## src/rtl/fuzz_mix_pkg.sv

```systemverilog
// Shared constants for the fuzz_mix_core datapath: output field map and LFSR parameters.
package fuzz_mix_pkg;

  localparam int unsigned I_LSB = 0;
  localparam int unsigned I_W   = 2;
  localparam int unsigned E_LSB = 2;
  localparam int unsigned E_W   = 8;
  localparam int unsigned H_LSB = 10;
  localparam int unsigned H_W   = 12;
  localparam int unsigned G_LSB = 22;
  localparam int unsigned G_W   = 18;
  localparam int unsigned D_LSB = 40;
  localparam int unsigned D_W   = 18;
  localparam int unsigned A_LSB = 58;
  localparam int unsigned A_W   = 21;
  localparam int unsigned C_LSB = 79;
  localparam int unsigned C_W   = 20;
  localparam int unsigned K_LSB = 99;
  localparam int unsigned K_W   = 26;
  localparam int unsigned B_LSB = 125;
  localparam int unsigned B_W   = 30;
  localparam int unsigned F_LSB = 155;
  localparam int unsigned F_W   = 32;
  localparam int unsigned L_LSB = 187;
  localparam int unsigned L_W   = 46;

  localparam int unsigned Y_W     = 233;
  localparam int unsigned IN_BITS = 76;

  localparam logic [31:0] LFSR_POLY = 32'h8020_0003;
  localparam logic [31:0] LFSR_SEED = 32'h0000_0001;

endpackage

```

## src/rtl/fuzz_mix_lfsr32.sv

```systemverilog
// Free-running 32-bit Galois LFSR; advances every cycle while out of reset.
module fuzz_mix_lfsr32 import fuzz_mix_pkg::*; (
  input  logic        clk,
  input  logic        rst_n,
  output logic [31:0] out
);

  logic [31:0] nxt;

  always_comb begin
    nxt = (out >> 1) ^ (out[0] ? LFSR_POLY : 32'h0);
  end

  always_ff @(posedge clk or negedge rst_n) begin
    if (!rst_n) out <= LFSR_SEED;
    else        out <= nxt;
  end

endmodule

```

## src/rtl/fuzz_mix_core.sv

```systemverilog
// Registered mixed-arithmetic fuzz target: eleven fields computed from five
// operand buses and packed onto one wide output.
module fuzz_mix_core import fuzz_mix_pkg::*; (
  input  logic           clk,
  input  logic           rst_n,
  input  logic [17:0]    wire4,
  input  logic [11:0]    wire3,
  input  logic [19:0]    wire2,
  input  logic [17:0]    wire1,
  input  logic [7:0]     wire0,
  output logic [Y_W-1:0] y
);

  logic [A_W-1:0] a_q, a_nxt;
  logic [B_W-1:0] b_q, b_nxt;
  logic [C_W-1:0] c_q, c_nxt;
  logic [D_W-1:0] d_q, d_nxt;
  logic [E_W-1:0] e_q, e_nxt;
  logic [F_W-1:0] f_q;
  logic [G_W-1:0] g_q, g_nxt;
  logic [H_W-1:0] h_q, h_nxt;
  logic [K_W-1:0] k_q, k_nxt;
  logic [L_W-1:0] l_q, l_nxt;

  logic [IN_BITS-1:0] all_in;
  logic [3:0]         rot_n;
  logic [2*H_W-1:0]   rot_wide;

  // Next values for every registered field
  always_comb begin
    all_in   = {wire4, wire3, wire2, wire1, wire0};
    a_nxt    = {{3{wire4[17]}}, wire4} + {wire2[19], wire2} + {{13{wire0[7]}}, wire0};
    b_nxt    = B_W'(wire1) * B_W'(wire3);
    c_nxt    = wire2 ^ {wire3, wire0};
    d_nxt    = d_q + wire4;
    k_nxt    = {{8{wire4[17]}}, wire4} * {{18{wire0[7]}}, wire0};
    l_nxt    = {l_q[L_W-2:0], l_q[L_W-1]} ^ {wire2, wire3, wire1[17:4]};
    g_nxt    = ($signed(wire4) >= $signed(wire2[19:2])) ? wire4 : wire2[19:2];

    e_nxt = '0;
    for (int unsigned i = 0; i < IN_BITS; i++) begin
      e_nxt = e_nxt + E_W'(all_in[i]);
    end

    // Amounts 12..15 fold back into 0..3 so the rotate stays within one turn
    rot_n    = (wire0[3:0] < 4'd12) ? wire0[3:0] : wire0[3:0] - 4'd12;
    rot_wide = {wire3, wire3} << rot_n;
    h_nxt    = rot_wide[2*H_W-1:H_W];
  end

  always_ff @(posedge clk or negedge rst_n) begin
    if (!rst_n) begin
      a_q <= '0;
      b_q <= '0;
      c_q <= '0;
      d_q <= '0;
      e_q <= '0;
      g_q <= '0;
      h_q <= '0;
      k_q <= '0;
      l_q <= '0;
    end else begin
      a_q <= a_nxt;
      b_q <= b_nxt;
      c_q <= c_nxt;
      d_q <= d_nxt;
      e_q <= e_nxt;
      g_q <= g_nxt;
      h_q <= h_nxt;
      k_q <= k_nxt;
      l_q <= l_nxt;
    end
  end

  fuzz_mix_lfsr32 u_lfsr (
    .clk   (clk),
    .rst_n (rst_n),
    .out   (f_q)
  );

  // Flags decode the registered sum directly
  assign y[I_LSB +: I_W] = {a_q[A_W-1], (a_q == '0)};
  assign y[E_LSB +: E_W] = e_q;
  assign y[H_LSB +: H_W] = h_q;
  assign y[G_LSB +: G_W] = g_q;
  assign y[D_LSB +: D_W] = d_q;
  assign y[A_LSB +: A_W] = a_q;
  assign y[C_LSB +: C_W] = c_q;
  assign y[K_LSB +: K_W] = k_q;
  assign y[B_LSB +: B_W] = b_q;
  assign y[F_LSB +: F_W] = f_q;
  assign y[L_LSB +: L_W] = l_q;

endmodule

```

## config.mk

```make
export PLATFORM = sky130hd
export DESIGN_NAME = fuzz_mix_core
export DESIGN_NICKNAME = d
export VERILOG_FILES = /design/src/rtl/fuzz_mix_pkg.sv /design/src/rtl/fuzz_mix_lfsr32.sv /design/src/rtl/fuzz_mix_core.sv
export SDC_FILE = /design/constraint.sdc
export NUM_CORES = 1
export LEC_CHECK = 0
export ABC_AREA = 1
export BUFFER_PORTS_ARGS = -buffer_cell sky130_fd_sc_hd__buf_2
export CORE_MARGIN = 2
export CORE_UTILIZATION = 35
export CTS_CLUSTER_SIZE = 30
export DETAILED_ROUTE_END_ITERATION = 8
export GPL_TIMING_DRIVEN = 0
export MAX_ROUTING_LAYER = met4
export PLACE_DENSITY = 0.52
export SYNTH_ARGS = -nofsm -noshare
export SYNTH_HDL_FRONTEND = slang
export SYNTH_HIERARCHICAL = 1
export SYNTH_SLANG_ARGS = --single-unit
```

## constraint.sdc

```tcl
create_clock -name clk -period 2.8 [get_ports clk]
set_clock_uncertainty 0.2 [all_clocks]
set_input_delay 0.42 -clock clk [delete_from_list [all_inputs] [get_ports clk]]
set_output_delay 0.42 -clock clk [all_outputs]
set_load 0.02 [all_outputs]
```

==> results summary, run 1 <==
The number of routed nets with antenna violations is 0. The sequential area share after synthesis came out at between 20% and 30%. The number of sinks on the clock net is between 200 and 250. The worst path in the final design needs a cycle of between 5 and 6 ns, including I/O delays and setup. The post-placement setup slack came out at -3.577 ns. The period utilization is 195.9%. Pin placement for this block handled 311 I/O pins. The reg-to-reg critical path startpoint is d_q[0]. The critical path in this run is classified as in2reg.

CTS placed an instance of clkbuf_16 at the clock tree root. The run finished, with violations left. The warning count from the yosys run is 6. The clock latency reported for the late side of the worst-skew pair is about 0.63 ns. The cell row count came out at 97. The analysis attributes to cell leakage a power of around 0.019 uW.

The fraction of layout cells with a size suffix above 1 came out at between 30% and 40%. Port buffering added 309 buffers. The detailed-route wire length is ~85000 um. In the synthesized netlist, the number of instances is approximately 2900. The net count reported at finish is 4096.

The number of cells on the worst reg-to-reg path came out at 8. The overall routing resource usage came out at 24.12%. The nature of the critical path endpoint is a flop.

The effective utilization at floorplan came out at 35.47%. The worst path required time is a little over 3 ns. The layout-stage area growth over the synthesis result is 38.26%. The pin count of the biggest net entering global routing is 84. The maximum clock path buffer count is 3.

The netlist area before placement is 24930 um2. The count of state elements after synthesis came out at 230. Setup repair after global routing could not meet its margin everywhere. The path class of the tightest hold or removal check is in2reg. The die height came out at about 270 um. The total number of vias is around 21000. The number of iterations in the first detailed-routing pass is 5. The remaining global-route overflow is 0. The checks that failed: setup timing. The final worst setup slack came out at -2.685 ns.

The total die area came out at between 70000 and 80000 um2. The max-slew violation total from the final report came out at 0. The highest ir drop seen on vdd came out at slightly above 0.003 V. The via count of the first global-routing pass came to between 20000 and 25000. The number of fill cells in the layout is between 6000 and 7000. Counting flops with an async set or reset pin after synthesis yields a share of 100.0%. The source of the worst hold timing path is wire2[3].

The initial antenna violation count came to 5. The primary flip-flop cell chosen by synthesis mapping is dfrtp_1. The area of the placeable core is 70270 um2. The critical register-to-register path endpoint is d_q[14]. The worst setup path is launched from a primary input. The average wire per cell in the routed design is 19.21 um. Dividing the synthesized area by the synthesized cell count gives 8.504 um2. The level count of the clock H-tree came out at 1. The distinct cell type count after synthesis came out at 43. After routing the design area is approximately 34000 um2.

In this run the power density over the cells is between 1000 and 1500 nW/um2. Across all register-to-register paths, the minimum setup slack is roughly 0.20 ns. The data arrival time of the critical path is 5.79 ns. The placer congestion estimate is 0.9018. The pin slew with the least headroom to its limit came out at approximately 1.2 ns. TritonCTS built the clock tree.

Using the TritonRoute via totals, the vias-per-cell ratio works out to about 4.6. The number of hold violations in the final report came to 0. The global-route wire length before repair is between 100000 and 150000 um. In this run the worst path has a maximum fanout of 2. The worst hold path was traced through 2 stages. The number of CTS-inserted buffers came out at 31. The achievable frequency came out at between 150 and 200 MHz.

The die is between 200 and 300 um wide. In the routed design, unresolved DRC markers number 0. The total design power is ~50000 uW. When the netlist entered floorplanning its net count stood at about 3600.

The number of setup violations in the final report came out at 53. At the end of the flow the core is filled with cells to approximately 49%. Across the run, the number of max-cap violations was 0. The number of design-rule violations left by the first detailed-router iteration came out at about 1200. For hold timing, the worst endpoint is l_q[29].

The number of enable-type register cells in the synthesized netlist came out at 0. The area after detailed placement came out at approximately 30000 um2. The max-slew headroom at the worst pin came out at 20.02%.

The detailed placer's ending HPWL came out at about 66000 um. The clock transition at the registers of the reported paths came out at ~0.070 ns.
==> critical path, stage by stage <==
cell and delay, ns:
buf_8 0.08, clkbuf_16 0.14, inv_6 0.03, fa_1 0.52
inv_2 0.05, fa_2 0.55, inv_2 0.04, fa_2 0.54
fa_2 0.45, fa_2 0.55, fa_1 0.43, fa_1 0.48
fa_1 0.53, inv_2 0.05, ha_4 0.16, fa_2 0.37
a31oi_4 0.18, nor2_1 0.06, nor2_1 0.09, o21bai_1 0.07
==> synth_stat cells (4+ instances only) <==
library cell | count | share of area (%)
nor3_1 | 20 | 0.40
nor4_1 | 5 | 0.13
xor2_1 | 119 | 4.2
a31oi_1 | 5 | 0.13
nor2_1 | 97 | 1.5
o21bai_1 | 7 | 0.21
fa_1 | 362 | 29
xnor2_1 | 21 | 0.74
nand3b_1 | 4 | 0.12
buf_1 | 8 | 0.12
a21oi_1 | 91 | 1.8
a211oi_1 | 4 | 0.12
or2_2 | 7 | 0.18
nand3_1 | 70 | 1.4
inv_1 | 767 | 12
nand2_1 | 678 | 10
buf_4 | 31 | 0.93
clkbuf_1 | 73 | 1.1
o21ai_0 | 61 | 1.2
ha_1 | 187 | 9.4
nand4_1 | 34 | 0.85
buf_2 | 5 | 0.10
dfrtp_1 | 229 | 23
a21o_1 | 7 | 0.21
o21a_1 | 10 | 0.30
==> cells in the final DEF (no fill, tap or decap), types with 6 or more instances in the layout <==
master | netlist | layout
clkbuf_1 | 73 | 9
dfrtp_1 | 229 | 229
o21a_1 | 10 | 9
inv_2 | 1 | 102
nand4_1 | 34 | 34
buf_2 | 5 | 259
buf_6 | 1 | 58
xor2_1 | 119 | 114
o21ai_0 | 61 | 42
buf_4 | 31 | 154
nand2_2 | 1 | 71
a21o_1 | 7 | 7
nand2_4 | 0 | 47
buf_12 | 0 | 21
nor2_4 | 0 | 17
inv_1 | 767 | 657
clkbuf_8 | 0 | 14
ha_4 | 0 | 51
a21oi_1 | 91 | 52
fa_2 | 0 | 37
nand2_1 | 678 | 557
fa_1 | 362 | 325
a21oi_4 | 0 | 21
xnor2_1 | 21 | 19
ha_2 | 0 | 6
clkbuf_16 | 0 | 68
inv_6 | 0 | 6
dlygate4sd3_1 | 0 | 44
nand3_1 | 70 | 45
nor2_2 | 1 | 12
clkbuf_4 | 0 | 9
nand3_2 | 0 | 22
nor2_1 | 97 | 69
o21ai_2 | 1 | 10
buf_8 | 0 | 23
nor3_1 | 20 | 10
ha_1 | 187 | 130
nor3_4 | 0 | 7
a21oi_2 | 0 | 18
==> cells by family after synthesis <==
| kind of cell | share of synthesized area [%] |
|---|---|
| adders and majority gates | 38.46 |
| muxes | 0.1205 |
| and+or+nand+nor | 15.03 |
| other | 0.01504 |
| xor gates and xnor gates | 4.919 |
| DFF | 23.10 |
| buffers and inverters | 13.86 |
| AOI/OAI and AO/OA | 4.498 |
==> per-stage QoR <==
step | TNS, ns | cells | hold WS (ns)
after global routing | -77.53 | 4436 | 0.005219
after global placement | -838.11 | 4180 | 0.1623
after CTS | -69.17 | 4369 | 0.0001102
final | -72.04 | 4436 | 0.01965
after floorplan | -79.82 | 2931 | -0.07559
after detailed placement | -121.42 | 4182 | 0.1610
==> sequential cells by signal (all words and copies together), names as in the netlist <==
| signal | cells |
|---|---|
| l_q | 46 |
| u_lfsr/out | 32 |
| b_q | 30 |
| k_q | 26 |
| a_q | 21 |
| c_q | 20 |
| d_q | 18 |
| g_q | 18 |
| h_q | 12 |
| e_q | 7 |
==> metal layers <==
metal / share of wire, % / wire (um) / GRT usage (%)
met5: 0 / 0 / -
met4: 2.7 / 2333 / 6.484
met3: 5.9 / 5006 / 4.269
met2: 49 / 41920 / 40.13
met1: 42 / 35970 / 30.23
==> power breakdown <==
part	switching, uW	internal, uW
clock network	1720	2430
logic	22300	17900
registers	647	4830
total	24700	25200
==> cell type report <==
type                    count  area (um2)  share of cell area, %
multi-input cells        1815       18000                  52.22
inverters                 768        2927                  8.492
flip-flops and latches    230        5757                  16.70
diodes                      3       7.507                0.02178
well taps                 940        1176                  3.413
plain buffers             105        1592                  4.618
clock inverters            17       205.2                 0.5954
repair buffers            518        3954                  11.47
clock buffers              40       849.6                  2.465
==> worst max-delay path by stage <==
| stage | startpoint | endpoint | slack (ns) |
|---|---|---|---|
| floorplan | wire1[1] | e_q[6] | -2.90 |
| global placement | wire4[13] | e_q[6] | -3.56 |
| detailed placement | wire2[17] | e_q[5] | -3.58 |
| CTS | wire1[1] | e_q[6] | -2.67 |
| global route | wire4[9] | e_q[6] | -2.78 |
| finish | wire1[1] | e_q[6] | -2.68 |
==> what timing repair did <==
action / in CTS / in global routing
gates cloned: 1 / 1
setup endpoints to repair: 53 / 56
hold endpoints to repair: 123 / 4
pin swaps: 156 / 188
hold buffers: 40 / 4
setup buffers: 99 / 63
resized for setup: 360 / 237
(Power assumes the default switching activity.)
==> run 2: changes to the inputs <==
Settings changed: CORE_UTILIZATION 35 to 30, PLACE_DENSITY 0.52 to 0.46.
==> run 2 against run 1 <==
  * The flow still finishes with violations (setup timing)
  * Via count increased by 0.15%
  * Sequential power about the same
  * Clock power increased by 14%
  * First-iteration DRC count decreased by 3.2%
  * Worst setup slack got worse by 0.053 ns
  * Count of clock-buffer cells in the layout increased by 3
  * Register-to-register slack improved by 0.29 ns
  * Wire length increased by 4.1%
  * Combinational power increased by 6.0%
  * Hold slack improved by 0.0085 ns
  * Global-route usage decreased by 2.5 points
  * Sequential share of layout area decreased by 0.34 points
  * Largest power group unchanged
==> results summary, run 2 (synthesis results as in run 1) <==
The number of instances on the worst hold path is 2 (unchanged). The number of cells on the worst reg-to-reg path came to 8 (unchanged). The largest driver fanout on the critical path is 9 (+7). The die height is 292.3 um (+7.9%).

The number of hold violations in the final report came out at 0 (unchanged). The placer congestion estimate came out at 0.8992 (-0.29%). The via count of the first global-routing pass is 21510 (-0.54%). TritonCTS built the clock tree. The final critical path time including I/O delays and setup is 5.538 ns (+0.05306 ns).

The number of design-rule violations left by the first detailed-router iteration is 1174 (-3.2%). The average via count per standard cell is 4.499 (-2.9%). The fraction of layout cells with a size suffix above 1 came out at 33.17% (+1.7 points). The clock latency reported for the late side of the worst-skew pair is 0.56 ns (-0.07 ns). The detailed-route wire length is 88730 um (+4.1%). The number of maximum-capacitance violations is 0 (unchanged). In this run the critical register-to-register path is captured at d_q[11]. The total number of vias came out at 20580 (+0.15%). The cell row count is 105 (+8.2%). The area after detailed placement came out at 29690 um2 (+0.55%). The power density over the cells is 1501 nW/um2 (+3.8%). The global-route wire length before repair came to 133500 um (+3.1%). The min-delay analysis places its worst path in the category in2reg.

The pin slew with the least headroom to its limit is 0.9578 ns (-0.2268 ns). The checks that failed: setup timing. The switching share of total power came out at 48.81% (-0.73 points). The remaining global-route overflow came out at 0 (unchanged). The worst hold path terminates at c_q[12].

The number of iterations in the first detailed-routing pass came to 7 (+2). The number of sinks on the clock net came out at 230 (unchanged). The maximum clock path buffer count is 3 (unchanged). The overall routing resource usage is 21.65% (-2.5 points). The largest registers in the layout are l_q: 46 flops, u_lfsr/out: 32 flops, b_q: 30 flops. The max-slew headroom at the worst pin is 35.33% (+15 points). The highest ir drop seen on vdd came out at 0.002951 V (-4.6%). The total die area was 85410 um2 (+16%). The detailed placer's ending HPWL came out at 69350 um (+5.3%). The count of unresolved DRC violations after routing came out at 0 (unchanged). The pin count of the biggest net entering global routing is 106 (+26%).

The number of routed nets with antenna violations came out at 0 (unchanged). The data arrival time of the critical path came out at 5.79 ns (about the same). The top cell types in the final layout, fill and taps aside, are 643 x inv_1, 543 x nand2_1, 321 x fa_1, 254 x buf_2, 229 x dfrtp_1. The tightest hold margin is 0.02814 ns (+0.008481 ns). The register with the most flip-flops in the final layout is l_q. Setup repair after global routing could not meet its margin everywhere. The most common cell after layout, fill and taps aside is inv_1. The startpoint identified for the worst hold timing path is wire2[12]. The number of setup violations in the final report is 53 (unchanged). The initial antenna violation count came out at 5 (unchanged).

The net load switching power is 25760 uW (+4.3%). The area of the placeable core came out at 82110 um2 (+17%). The combinational share of power is 80.7% (about the same). The worst setup path is captured at a flop. The clock transition at the registers of the reported paths is 0.06 ns (about the same). The count of pins on the block boundary was 311 (unchanged). The number of CTS-inserted buffers is 34 (+9.7%). The kind of critical path is in2reg. The sequential cell fraction of total power is 10.4% (-0.6 points). The reg-to-reg critical path startpoint is d_q[2].

The internal power consumption is 27020 uW (+7.4%). The width of the chip is 292.3 um (+7.9%). The number of port buffers came to 309 (unchanged). The net count reported at finish came out at 4107 (+0.27%). The level count of the clock H-tree is 2 (+1).

The final worst setup slack came out at -2.738 ns (-0.05306 ns). CTS placed an instance of clkbuf_16 at the clock tree root. The achievable frequency came out at 180.6 MHz (-0.96%). The period utilization came to 197.8% (+1.9 points). The effective utilization at floorplan came out at 30.36% (-5.1 points). The final total negative setup slack is -74.28 ns (-2.243 ns). The number of fill cells in the layout is 8132 (+20%). The reported leakage power was 0.01879 uW (+1.3%). The number of flip-flops in the largest register came to 46 (unchanged). The clock power share is 9.0% (+0.7 points). The run finished, with violations left. The worst-case register-to-register setup slack came out at 0.49 ns (+0.29 ns). The worst setup path is launched from a primary input.

The layout-stage area growth over the synthesis result is 41.10%. The average wire per cell in the routed design is 19.40 um (+0.97%). The worst path required time came to 3.05 ns (-0.06 ns). The max-slew violation total from the final report is 0 (unchanged).

The area of all placed cells without fillers is 35170 um2 (+2.0%).
[run 2: changes by cell type in the layout (fill, tap and decap cells not counted), sizes merged]
cell / previous run / this run
diode: 3 / 1
buf: 518 / 546
dlygate4sd3: 44 / 27
clkinv: 7 / 5
bufinv: 3 / 5
clkinvlp: 4 / 3
[run 2: worst max-delay path, cell delays in order]
cell	delay, ns
buf_6	0.14
clkbuf_16	0.18
inv_2	0.05
fa_1	0.52
fa_1	0.48
fa_1	0.57
fa_1	0.45
fa_1	0.53
fa_1	0.43
fa_1	0.51
fa_1	0.52
inv_2	0.05
ha_4	0.15
fa_2	0.37
a31oi_4	0.17
nor2_1	0.06
nor2_1	0.10
o21bai_1	0.07
[run 2: how the worst max path moves through the flow]
stage,startpoint,endpoint,slack (ns),cells past startpoint
2_1_floorplan,wire1[1],e_q[6],-2.90,19
3_3_place_gp,wire4[11],e_q[6],-3.60,18
3_5_place_dp,wire2[5],e_q[6],-3.62,21
4_1_cts,wire2[5],e_q[6],-2.78,21
5_1_grt,wire1[3],e_q[6],-2.86,20
6_report,wire4[13],e_q[6],-2.74,18
[run 2: power by group through the flow]
stage	Combinational, uW	Sequential [uW]	Clock [uW]
floorplan	22400	6840	0
global placement	31400	5520	0
detailed placement	31400	5520	0
CTS	37500	5480	4880
global route	46700	5560	5050
finish	42600	5460	4740
[run 2: per-stage QoR]
stage / power, uW / utilization (%) / cells / setup WS, ns
after detailed placement: 36900 / 36.16 / 4312 / -3.618
after global routing: 57320 / 42.83 / 4574 / -2.861
after global placement: 36930 / 36.08 / 4310 / -3.604
after CTS: 47860 / 41.14 / 4515 / -2.783
after floorplan: 29260 / - / 2931 / -2.902
final: 52780 / 42.83 / 4574 / -2.738
[run 2: repair_timing]
item / CTS / global route
pin swaps: 169 / 196
endpoints found under the hold margin: 100 / 0
buffers inserted: 127 / 59
hold buffers: 27 / 0
gates resized for setup: 413 / 289
cloned: 0 / 2
setup endpoints to repair: 54 / 59
[run 2: layer usage]
metal / vias to the layer above / global-route usage [%] / share of wire (%)
met5: - / - / 0
met4: 0 / 5.616 / 2.7
met3: 111 / 3.096 / 4.6
met2: 456 / 36.59 / 50
met1: 10320 / 27.24 / 43
li1: 9697 / - / -
[run 2: cell type report]
cell class	instances	area (um2)	area share [%]
Clock buffer	43	964.7	2.743
Multi-Input combinational cell	1815	18090	51.42
Timing Repair Buffer	524	4214	11.98
Buffer	107	1630	4.636
Tap cell	1070	1339	3.807
Clock inverter	16	247.7	0.7044
Antenna cell	1	2.502	0.007115
Sequential cell	230	5757	16.37
Inverter	768	2929	8.328
==> run 3: changes to the inputs <==
Settings changed: ABC_AREA 1 to unset.
Clock period 2.8 ns to 6.09 ns, I/O delays scaled along.
==> run 3 against run 2 <==
  * The run still ends with setup timing left
  * Sequential share of layout area is 4.1 points higher
  * Global-route usage is 1.7 points lower
  * Synthesized cell count is 20% lower
  * Highest routed layer unchanged
==> results summary, run 3 <==
The number of sinks on the clock net is 230 (unchanged). The number of port buffers is 307 (-0.65%). The met1 capacity usage during global routing came out at 25.37% (-1.9 points). Counting flops per register, the top entry is l_q. The number of CTS-inserted buffers is 31 (-8.8%). The overall routing resource usage is 19.92% (-1.7 points). The flip-flop and latch area is 5757 um2 (unchanged). The post-placement setup slack came out at -1.497 ns (+2.120 ns). The tightest hold margin is 0.06109 ns (+0.03296 ns). The total number of vias is 17380 (-16%). The primary flip-flop cell chosen by synthesis mapping is dfrtp_1. By instance count, the cell type seen most on the critical path is fa_1. Based on the critical path, the design can be clocked at up to roughly 160 MHz.

The number of flip-flops in the largest register is 46 (unchanged). The most area-hungry cell type in the Yosys netlist is fa_1. In the finished design, the share of the clock period the worst path needs comes to 102.4%. The number of maximum-capacitance violations was 0 (unchanged). The path class of the tightest hold or removal check is in2async. The count of pins on the block boundary came out at 311 (unchanged). The count of state elements after synthesis is 230 (unchanged).

The count of unresolved DRC violations after routing is 0 (unchanged). The area after detailed placement is 26600 um2 (-10%). The final reports fail on setup timing. Sorting the synthesized cells by how often they occur yields 483 x inv_1, 362 x fa_1, 229 x dfrtp_1. TritonCTS built the clock tree. Walking the worst path, the cells encountered are buf_12 -> inv_8 -> fa_2 -> inv_2 -> fa_1 -> inv_2 -> fa_1 -> inv_1 -> fa_1 -> inv_1 -> fa_1 -> fa_1 -> fa_1 -> fa_1 -> inv_2 -> ha_4 -> fa_2 -> a21o_1 -> a21oi_4 -> nor2b_1 -> o21ai_1 -> nand2b_1. The async set or reset register ratio after synthesis is 100.0% (unchanged). The final worst setup slack came out at -0.1435 ns (+2.594 ns).

The maximum clock path buffer count came out at 3 (unchanged). The routing usage on met2 came out at 33.28% (-3.3 points). The global-route wire length before repair is 118400 um (-11%). The switching share of total power came out at 49.33% (+0.52 points). The power density over the cells is 596.3 nW/um2 (-60%).

The highest ir drop seen on vdd came out at 0.001270 V (-57%). The number of routed nets with antenna violations is 0 (unchanged). The average wire per cell in the routed design came out at 20.44 um (+5.3%). The combinational share of power came out at 73.6% (-7.1 points). The final critical path time including I/O delays and setup is about 6.2 ns. The area of the placeable core came to 77720 um2 (-5.3%).

The worst path required time came to 6.38 ns (+3.33 ns). The pin count of the biggest net entering global routing came out at 85 (-20%). The warning count from the yosys run came out at 6 (unchanged). The clock transition at the registers of the reported paths is 0.06 ns (about the same). The layout-stage area growth over the synthesis result is 19.15%. The total die area is 80990 um2 (-5.2%). The average via count per standard cell was 4.628 (+2.8%). The mean area per synthesized cell came out at 10.11 um2 (+19%). The net count after synthesis came to 2964 (-17%).

The cell sitting at the root of the clock tree is a clkbuf_16. The netlist area before placement is 23620 um2 (-5.3%). Setup repair after global routing could not meet its margin everywhere. The number of fill cells in the layout came out at 7906 (-2.8%).

The global-route track usage on met3 came out at 3.347% (+0.25 points). The sequential cell fraction of total power came out at 14.9% (+4.5 points). In the final layout, the registers with the most flip-flops are l_q: 46 flops, u_lfsr/out: 32 flops, b_q: 30 flops. The remaining global-route overflow came to 0 (unchanged). The area of combinational cells with multiple inputs is 15610 um2 (-14%). The via count of the first global-routing pass is 19010 (-12%). The sequential area share after synthesis came to 24.37% (+1.3 points). The initial antenna violation count came out at 5 (unchanged). The pin slew with the least headroom to its limit came out at 0.9800 ns (+0.02216 ns). The maximum cell stage delay along the critical path came to 0.61 ns (+0.04 ns). The number of buffers inserted by hold repair at cts is 0 (-100%).

The level count of the clock H-tree was 1 (-1). For this design, the slowest cell found on the critical path is fa_2. The max-slew headroom at the worst pin is 34.67% (-0.67 points). The internal power consumption was 8502 uW (-69%). The data arrival time of the critical path is 6.52 ns (+0.73 ns). The most crowded layer after global routing is met2. The distinct cell type count after synthesis is 70 (+63%). The kind of start point of the critical path is a primary input. The proportion of netlist area held by the largest area contributor came to 30.68% (+1.6 points).

The run finished, with violations left. The number of enable-type register cells in the synthesized netlist came out at 0 (unchanged). The number of hold violations in the final report is 0 (unchanged). STA classifies the critical path endpoint as a flop.

The cell row count came out at 102 (-2.9%). The area of all placed cells without fillers came out at 28140 um2 (-20%). The max-slew violation total from the final report came to 0 (unchanged). The net count reported at finish came out at 3317 (-19%). The width of the chip came out at 284.6 um (-2.6%).

The detailed placer's ending HPWL is 63160 um (-8.9%). The number of design-rule violations left by the first detailed-router iteration came out at 669 (-43%). The gate count after technology mapping came out at 2337 (-20%). The startpoint identified for the worst register-to-register timing path is d_q[0].

The effective utilization at floorplan is 30.39% (about the same). The library cell used most frequently in the layout, excluding fill and tap cells, is inv_1. inv_1 is the most common cell in the netlist. The number of iterations in the first detailed-routing pass came to 5 (-2). The clock power share came out at 11.4% (+2.4 points). The clock latency reported for the late side of the worst-skew pair is 0.62 ns (+0.06 ns). The fraction of layout cells with a size suffix above 1 came to 19.21% (-14 points). The detailed-route wire length came to 76760 um (-13%). By startpoint and endpoint, the worst setup path is classified as in2reg. In the post-synthesis netlist, the biggest area contributors are fa_1 31%, dfrtp_1 24%, ha_1 9.9%.

The die height is 284.6 um (-2.6%). The placer congestion estimate is 0.9192 (+2.2%). The net load switching power was 8278 uW (-68%). The largest driver fanout on the critical path came out at 2 (-7). The reported leakage power came out at 0.01427 uW (-24%).

The number of setup violations in the final report is 2 (-96%). Leaving out fill and tap cells, the most frequent cells in the layout are 461 x inv_1, 357 x fa_1, 291 x buf_2, 229 x dfrtp_1, 200 x nand2_1. The most critical setup path has its startpoint at wire2[9]. The total design power is 16780 uW (-68%).
[run 3: timing repair]
action	CTS	global route
buffers inserted	17	9
gates resized for setup	74	53
endpoints found under the setup margin	31	15
pin swaps	7	10
[run 3: critical path: cells and delay by family]
kind            cells  cell delay (ns)
simple gates        2             0.17
compound gates      3             0.48
buf+inv             7             0.38
fa+ha+maj          10             4.57
[run 3: through the flow]
step	TNS [ns]	utilization, %	cells
finish	-0.1525	36.21	3756
global route	-0.5378	36.21	3756
CTS	-0.1985	35.98	3745
detailed placement	-35.45	34.23	3686
global placement	-124.41	34.14	3684
floorplan	-0.6484	-	2337
[run 3: final timing paths]
path / to / slack (ns) / cells past startpoint
hold / removal: u_lfsr/out[4] / 0.06 / 1
setup reg to reg: d_q[14] / 3.46 / 10
max in group asynchronous: b_q[13] / 4.74 / 2
setup / recovery: e_q[6] / -0.14 / 22
min in group clk: u_lfsr/out[29] / 0.18 / 0
hold reg to reg: u_lfsr/out[29] / 0.18 / 0
[run 3: power groups by stage]
stage	Clock, uW	Combinational (uW)	Sequential (uW)
3_3_place_gp	0	11900	2530
6_report	1920	12400	2510
4_1_cts	2000	12200	2510
5_1_grt	2060	14000	2570
3_5_place_dp	0	11900	2530
2_1_floorplan	0	7890	3140
[run 3: layout make-up]
type,instances,share of cell area (%)
sequential,230,20.46
timing repair buffer,335,6.727
buffer,82,2.005
clock buffer,40,3.126
antenna,4,0.03557
tap,1040,4.624
multi-input combinational,1518,55.47
clock inverter,15,0.7070
inverter,492,6.843
[run 3: routing by layer]
layer	routed length, um	vias to the layer above	share of wire, %
met5	0	-	0
met4	1568	0	2.0
met3	4363	82	5.7
met2	37560	466	49
met1	33270	8952	43
li1	-	7881	-
[run 3: logic make-up (layout without fill, tap and decap cells)]
logic type,after synthesis,in the layout,share of synthesized area [%]
mux,39,39,2.310
flops,230,230,24.37
buf+inv,589,964,9.886
simple gates,547,547,10.88
other cells,1,5,0.01588
xor+xnor,147,147,5.451
fa+ha+maj,549,549,40.59
compound gates,235,235,6.495
